[config.mk]
export PLATFORM = sky130hd
export DESIGN_NAME = instr_fetch
export DESIGN_NICKNAME = d
export VERILOG_FILES = /design/src/rtl/instr_fetch_pkg.sv /design/src/rtl/instr_fetch_if_id_reg.sv /design/src/rtl/instr_fetch.sv
export SDC_FILE = /design/constraint.sdc
export NUM_CORES = 1
export LEC_CHECK = 0
export ABC_AREA = 1
export ABC_CLOCK_PERIOD_IN_PS = 2650
export CAP_MARGIN = 30
export CORE_MARGIN = 2
export CORE_UTILIZATION = 47
export CTS_CLUSTER_DIAMETER = 150
export DETAILED_ROUTE_END_ITERATION = 8
export GPL_TIMING_DRIVEN = 0
export PLACE_DENSITY_LB_ADDON = 0.05
export SYNTH_ARGS = -nofsm -noshare
export SYNTH_HDL_FRONTEND = slang
export SYNTH_SLANG_ARGS = --single-unit
[constraint.sdc]
create_clock -name clk -period 2.65 [get_ports clk]
set_clock_uncertainty 0.05 [all_clocks]
set_input_delay 0.53 -clock clk [delete_from_list [all_inputs] [get_ports clk]]
set_output_delay 0.53 -clock clk [all_outputs]
set_load 0.02 [all_outputs]
[src/rtl/instr_fetch_pkg.sv]
// Shared CPU definitions: word/address widths, opcode constants and fetch FSM states.
package instr_fetch_pkg;

    localparam int CPU_PC_W    = 8;
    localparam int CPU_INSTR_W = 16;
    localparam int OPC_W       = 5;

    localparam logic [CPU_INSTR_W-1:0] NOP_WORD = 16'h0000;

    localparam logic [OPC_W-1:0] OP_NOP  = 5'b00000;
    localparam logic [OPC_W-1:0] OP_HALT = 5'b00001;
    localparam logic [OPC_W-1:0] OP_BZ   = 5'b00110;
    localparam logic [OPC_W-1:0] OP_BNZ  = 5'b00111;
    localparam logic [OPC_W-1:0] OP_JMP  = 5'b01000;

    typedef enum logic [1:0] {
        ST_IDLE   = 2'd0,
        ST_RUN    = 2'd1,
        ST_HALTED = 2'd2
    } fetch_state_t;

endpackage

[src/rtl/instr_fetch_if_id_reg.sv]
// IF/ID pipeline register: instruction, PC+1 and valid, with hold and flush controls.
module instr_fetch_if_id_reg
    import instr_fetch_pkg::*;
#(
    parameter int PC_W    = CPU_PC_W,
    parameter int INSTR_W = CPU_INSTR_W
) (
    input  logic               clk,
    input  logic               rst_n,
    input  logic               load,
    input  logic               flush,
    input  logic [INSTR_W-1:0] instr_in,
    input  logic [PC_W-1:0]    pc_in,
    output logic [INSTR_W-1:0] instr,
    output logic [PC_W-1:0]    pc,
    output logic               valid
);

    // Flush inserts a bubble (all-zero word decodes as NOP) and wins over load;
    // with neither asserted the register holds. id_pc is left alone on flush.
    always_ff @(posedge clk or negedge rst_n) begin
        if (!rst_n) begin
            instr <= '0;
            pc    <= '0;
            valid <= 1'b0;
        end else if (flush) begin
            instr <= '0;
            valid <= 1'b0;
        end else if (load) begin
            instr <= instr_in;
            pc    <= pc_in;
            valid <= 1'b1;
        end
    end

endmodule

[src/rtl/instr_fetch.sv]
// Instruction-fetch stage: owns the PC, reads the async instruction memory and
// fills the IF/ID register; handles stall, branch redirect and HALT.
//
//   state     | meaning
//   ----------+-----------------------------------------------------------
//   ST_IDLE   | after reset, waiting for start; PC and IF/ID frozen
//   ST_RUN    | fetching one word per cycle unless stalled or redirected
//   ST_HALTED | HALT issued; PC frozen on it, bubbles until a redirect
module instr_fetch
    import instr_fetch_pkg::*;
#(
    parameter int              PC_W     = CPU_PC_W,
    parameter int              INSTR_W  = CPU_INSTR_W,
    parameter logic [PC_W-1:0] RESET_PC = '0
) (
    input  logic               clk,
    input  logic               rst_n,
    input  logic               start,
    input  logic               stall,
    input  logic               branch_taken,
    input  logic [PC_W-1:0]    branch_target,
    output logic [PC_W-1:0]    imem_addr,
    input  logic [INSTR_W-1:0] imem_rdata,
    output logic [INSTR_W-1:0] id_instr,
    output logic [PC_W-1:0]    id_pc,
    output logic               id_valid,
    output logic               halted
);

    fetch_state_t    state;
    logic [PC_W-1:0] pc;
    logic [PC_W-1:0] pc_inc;
    logic [PC_W-1:0] pc_next;
    logic            is_halt;
    logic            fetch;
    logic            flush;

    assign imem_addr = pc;
    assign pc_inc    = pc + 1'b1;
    assign is_halt   = (imem_rdata[INSTR_W-1 -: OPC_W] == OP_HALT);

    // A redirect beats stall; HALTED drains to bubbles whenever ID is not stalled.
    assign fetch = (state == ST_RUN) && !branch_taken && !stall;
    assign flush = (state != ST_IDLE) &&
                   (branch_taken || ((state == ST_HALTED) && !stall));

    // Next-PC select: redirect, sequential increment, or hold (stall / HALT / idle).
    always_comb begin
        pc_next = pc;
        if (state != ST_IDLE) begin
            if (branch_taken)
                pc_next = branch_target;
            else if (fetch && !is_halt)
                pc_next = pc_inc;
        end
    end

    // Fetch FSM with registered PC and halted flag.
    always_ff @(posedge clk or negedge rst_n) begin
        if (!rst_n) begin
            state  <= ST_IDLE;
            pc     <= RESET_PC;
            halted <= 1'b0;
        end else begin
            pc <= pc_next;
            case (state)
                ST_IDLE: begin
                    if (start)
                        state <= ST_RUN;
                end
                ST_RUN: begin
                    if (fetch && is_halt) begin
                        state  <= ST_HALTED;
                        halted <= 1'b1;
                    end
                end
                ST_HALTED: begin
                    if (branch_taken) begin
                        state  <= ST_RUN;
                        halted <= 1'b0;
                    end
                end
                default: begin
                    state  <= ST_IDLE;
                    halted <= 1'b0;
                end
            endcase
        end
    end

    instr_fetch_if_id_reg #(
        .PC_W    (PC_W),
        .INSTR_W (INSTR_W)
    ) u_if_id (
        .clk      (clk),
        .rst_n    (rst_n),
        .load     (fetch),
        .flush    (flush),
        .instr_in (imem_rdata),
        .pc_in    (pc_inc),
        .instr    (id_instr),
        .pc       (id_pc),
        .valid    (id_valid)
    );

endmodule
Word-level counts from Yosys, hierarchy flattened
Cells that the tools add are included.
Widths: inputs -> output; s select.
Operators by class
  $add $sub $neg: 1
  $mul: 0
  divide/modulo/power cells: 0
  magnitude comparators: 0
  equality and inequality tests: 6
  shift-type cells: 0
  mux-type cells: 13
  bitwise gates (word level): 2
  reductions and logical operators: 18
Operator list (number)
  $mux 16: 2
  $mux 8: 2
  $add 8x1->8 const B: 1
  $logic_and 1x1->1: 6
  $mux 2: 3
  $pmux 2 s3: 1
  $reduce_and 3->1: 2
  $reduce_bool 2->1: 3
  $eq 5x1->1 const B: 1
  $mux 1: 4
  $ne 2x2->1 const B: 2
  $reduce_and 2->1: 2
  $logic_not 1->1: 3
  $pmux 1 s3: 1
  $eq 2x1->1 const B: 1
  $eq 2x2->1 const B: 1
  $logic_not 2->1: 1
  $ne 2x1->1 const B: 1
  $not 1->1: 2
  $logic_or 1x1->1: 1
Storage, ports and cells
  flip-flop bits (word level): 36
  bits in latches: 0
  RAM bits: 0
  ROM bits: 0
  input bits: 29
  word-level logic and storage cells: 46
  memories: 0

Logic depth before layout (Yosys ltp)
  word-level depth: 6
  gate-level depth with buffers: 9
  gate-level depth less buffers: 9

Hierarchy
Synthesis repeated with hierarchy kept, for this count alone.
Unflattened totals
  cells, all modules: 221
  area, all modules: 1813.0 µm²
By module, submodules not included
  instr_fetch_if_id_reg: times used 1, cells each 108, area each 999.7 µm², sequential area each 625.6 µm²
  instr_fetch: times used 1, cells each 113, area each 813.3 µm², sequential area each 275.3 µm²

Worst setup path after synthesis
No wires, ideal clock.
  kind: reg-to-reg
  start point: reg pc[0] (netlist: imem_addr[0])
  end point: reg pc[6] (netlist: imem_addr[6])
  data arrival time: 1242 ps
  data required time: 2484 ps
  setup slack: 1242 ps
  cell stages (with the launch flop): 9
  buffers on the path: 0
  period minus slack after synthesis: 1408 ps
  cells stage by stage: dfrtp_1 -> ha_1 -> nand3_1 -> nor2_1 -> nand2_1 -> nand3_1 -> nand2_1 -> nand2_1 -> nand2_1
On the way
  word-level cells in the longest chain between the ends: 3
RTL lines
  from (decl): line instr_fetch.sv:31  | logic [PC_W-1:0] pc;
  from (signal assigned): line instr_fetch.sv:65  | pc <= pc_next;
  $add 8x1->8: line instr_fetch.sv:39  | assign pc_inc = pc + 1'b1;
  $mux 8: line instr_fetch.sv:53  | else if (fetch && !is_halt)
  $mux 8: line instr_fetch.sv:51  | if (branch_taken)
No other way between the ends. The select of a mux whose other input is x is not followed.
A chain may end at the register's enable or synchronous reset.

Final worst setup path
  start point: reg pc[2] (netlist: imem_addr[2])
  end point: out imem_addr[2]
RTL lines
  to (decl): line instr_fetch.sv:22  | output logic [PC_W-1:0] imem_addr,
No word-level cell between the ends.

==> results.sh <==
export IMPL_post_route_min_period_ns=2.01
export IMPL_rsz0062_at_grt="false"
export IMPL_powerDensity_nw_per_um2=1000
export IMPL_nets=312
export IMPL_crit_required_ns=2.07
export IMPL_die_w_um=64.7
export IMPL_grt_pass1_vias=1506
export IMPL_drt_wirelength_per_cell_um=12.1
export IMPL_ios=63
export IMPL_grt_max_degree=37
export IMPL_r2r_end="imem_addr[6]"
export IMPL_arrival_ns=1.43
export IMPL_synth_top_cell_by_area="dfrtp_1"
export IMPL_drv_cap=0
export IMPL_finalMaxSlewViolations=0
export IMPL_end_kind="output pin"
export IMPL_area_growth_pct=45.5
export IMPL_cts_hold_fix_buffers=0
export IMPL_ctsResizeCount=0
export IMPL_worst_pin_slew_ns=0.781
export IMPL_coreArea_um2=3610
export IMPL_grt_usage_pct=20.9
export IMPL_slew_limit_headroom_pct=48.0
export IMPL_status="finished, final reports clean"
export IMPL_grt_overflow=0
export IMPL_synth_top_cell_area_share_pct=52.1
export IMPL_h_tree_depth=2
export IMPL_worst_path_buf_inv=1
export IMPL_reg2reg_slack_ns=1.18
export IMPL_cts_buffers=5
export IMPL_fin_hold_ws_ns=0.269
export IMPL_die_area_um2=4180
export IMPL_max_clock_freq_mhz=497
export IMPL_critical_path_class="reg -> out"
export IMPL_path_cells="clkdlybuf4s50_1"
export IMPL_min_period_over_period_pct=76.0
export IMPL_final_cell_mix="nand2_1, clkdlybuf4s50_1, dfrtp_1"
export IMPL_timing_rr_start="imem_addr[0]"
export IMPL_viasPerCell=4.90
export IMPL_grt_pass1_wl_um=6680
export IMPL_start_util_pct=48.0
export IMPL_post_cts_buffers=0
export IMPL_seq_area_frac_synth_pct=52.1
export IMPL_clock_latency_ns=0.28
export IMPL_grt_antenna_before_repair=0
export IMPL_dp_worst_setup_slack_ns=0.684
export IMPL_fin_ws_ns=0.637
export IMPL_num_rows=22
export IMPL_drt_pass1_iter_count=5
export IMPL_antenna_left=0
export IMPL_finalNonFillerCells=331
export IMPL_n_antenna_cell=0
export IMPL_critPathLaunchType="register"
export IMPL_avgSynthCellArea_um2=8.12
export IMPL_numClockSinks=36
export IMPL_drtIter0Drc=65
export IMPL_netlist_instances=213
export IMPL_critPathTopFamily="buffers and inverters"
export IMPL_wl_um=4020
export IMPL_cts_root_buf="clkbuf_8"
export IMPL_tns_ns=0
export IMPL_ys_ff_latch=36
export IMPL_setup_violations=0
export IMPL_route_detailed_drc=0
export IMPL_synth_nets=243
export IMPL_vdd_drop_max_v=0.000594
export IMPL_dp_hpwl_um=3030
export IMPL_dp_cells=323
export IMPL_synth_area_leaders="dfrtp_1, nand2_1, nand3_1, o21ai_0, inv_1"
export IMPL_cts_tree="done"
export IMPL_cp_max_fo=7
export IMPL_hold_class="in -> async"
export IMPL_clock_path_buffers=2
export IMPL_cp_slowest_cell="clkdlybuf4s50_1"
export IMPL_r2r_cells=8
export IMPL_synth_distinct_cells=22
export IMPL_via_count=1623
export IMPL_yosys_warnings=0
export IMPL_drive_gt1_share_pct=9.54
export IMPL_hold_viol_final=0
export IMPL_worst_path_stages=1
export IMPL_netlist_area_um2=1730
export IMPL_mostFrequentLayoutCell="nand2_1"
export IMPL_globalplace_congestion=0.808
export IMPL_critPathLaunch="imem_addr[2]"
export IMPL_portBuffers=62
export IMPL_die_h_um=64.7
export IMPL_clk_pin_slew_ns=0.07
export IMPL_max_stage_delay_ns=0.66
export IMPL_leakagePower_nw=1.23
state kept, by name, indices dropped and copies added (netlist names):
register / cells
u_if_id.valid: 1
u_if_id.instr: 16
imem_addr: 8
halted: 1
u_if_id.pc: 8
state: 2
worst max-delay path by stage:
stage | to | slack [ns]
2_1_floorplan | imem_addr[6] | 1.24
6_report | imem_addr[2] | 0.64
5_1_grt | imem_addr[2] | 0.60
4_1_cts | imem_addr[2] | 0.64
3_3_place_gp | imem_addr[5] | 0.20
3_5_place_dp | u_if_id.instr[14] | 0.68
Yosys cell counts (all sizes together):
master	count
o21bai	2
nand2	96
a21boi	1
inv	12
nand3	28
a21oi	1
nor2	10
nand4	1
nor3	2
xor2	1
buf	7
o21ai	12
mux2i	2
o21a	1
dfrtp	36
ha	1
stage by stage:
| step | util, % | area, µm² | power, mW |
|---|---|---|---|
| 6_report | 69.8 | 2520 | 2.52 |
| 3_5_place_dp | 66.7 | 2410 | 2.06 |
| 5_1_grt | 69.8 | 2520 | 2.69 |
| 3_3_place_gp | 66.9 | 2410 | 2.04 |
| 2_1_floorplan | - | 1730 | 1.53 |
| 4_1_cts | 69.8 | 2520 | 2.55 |
power breakdown:
group / internal, mW / switching (mW) / leakage, nW
clock: 0.278 / 0.198 / 0.0541
sequential: 0.727 / 0.157 / 0.463
combinational: 0.527 / 0.635 / 0.714
total: 1.53 / 0.991 / 1.23
cells by family after synthesis:
family | share of synthesized area [%]
AND/OR/NAND/NOR | 33.2
flip-flops | 52.1
buffers and inverters | 6.00
AO/OA/AOI/OAI | 6.36
multiplexers | 1.16
XOR/XNOR | 0.506
adder cells (fa/ha/maj) | 0.723
per-layer routing:
metal / vias up / track usage (%) / wire length [µm]
met3: 7 / 3.47 / 218
met2: 52 / 35.8 / 1940
met1: 748 / 26.2 / 1800
met5: - / 0 / 0
li1: 816 / - / -
met4: 0 / 8.78 / 59
layout make-up:
class / instances / area, µm²
Fill cell: 319 / 1090
Sequential cell: 36 / 901
Tap cell: 48 / 60.1
Timing Repair Buffer: 62 / 616
Clock inverter: 3 / 42.5
Buffer: 7 / 58.8
Inverter: 12 / 45.0
Multi-Input combinational cell: 158 / 726
Clock buffer: 5 / 68.8
Note: power is estimated with default switching activity, not from simulation.
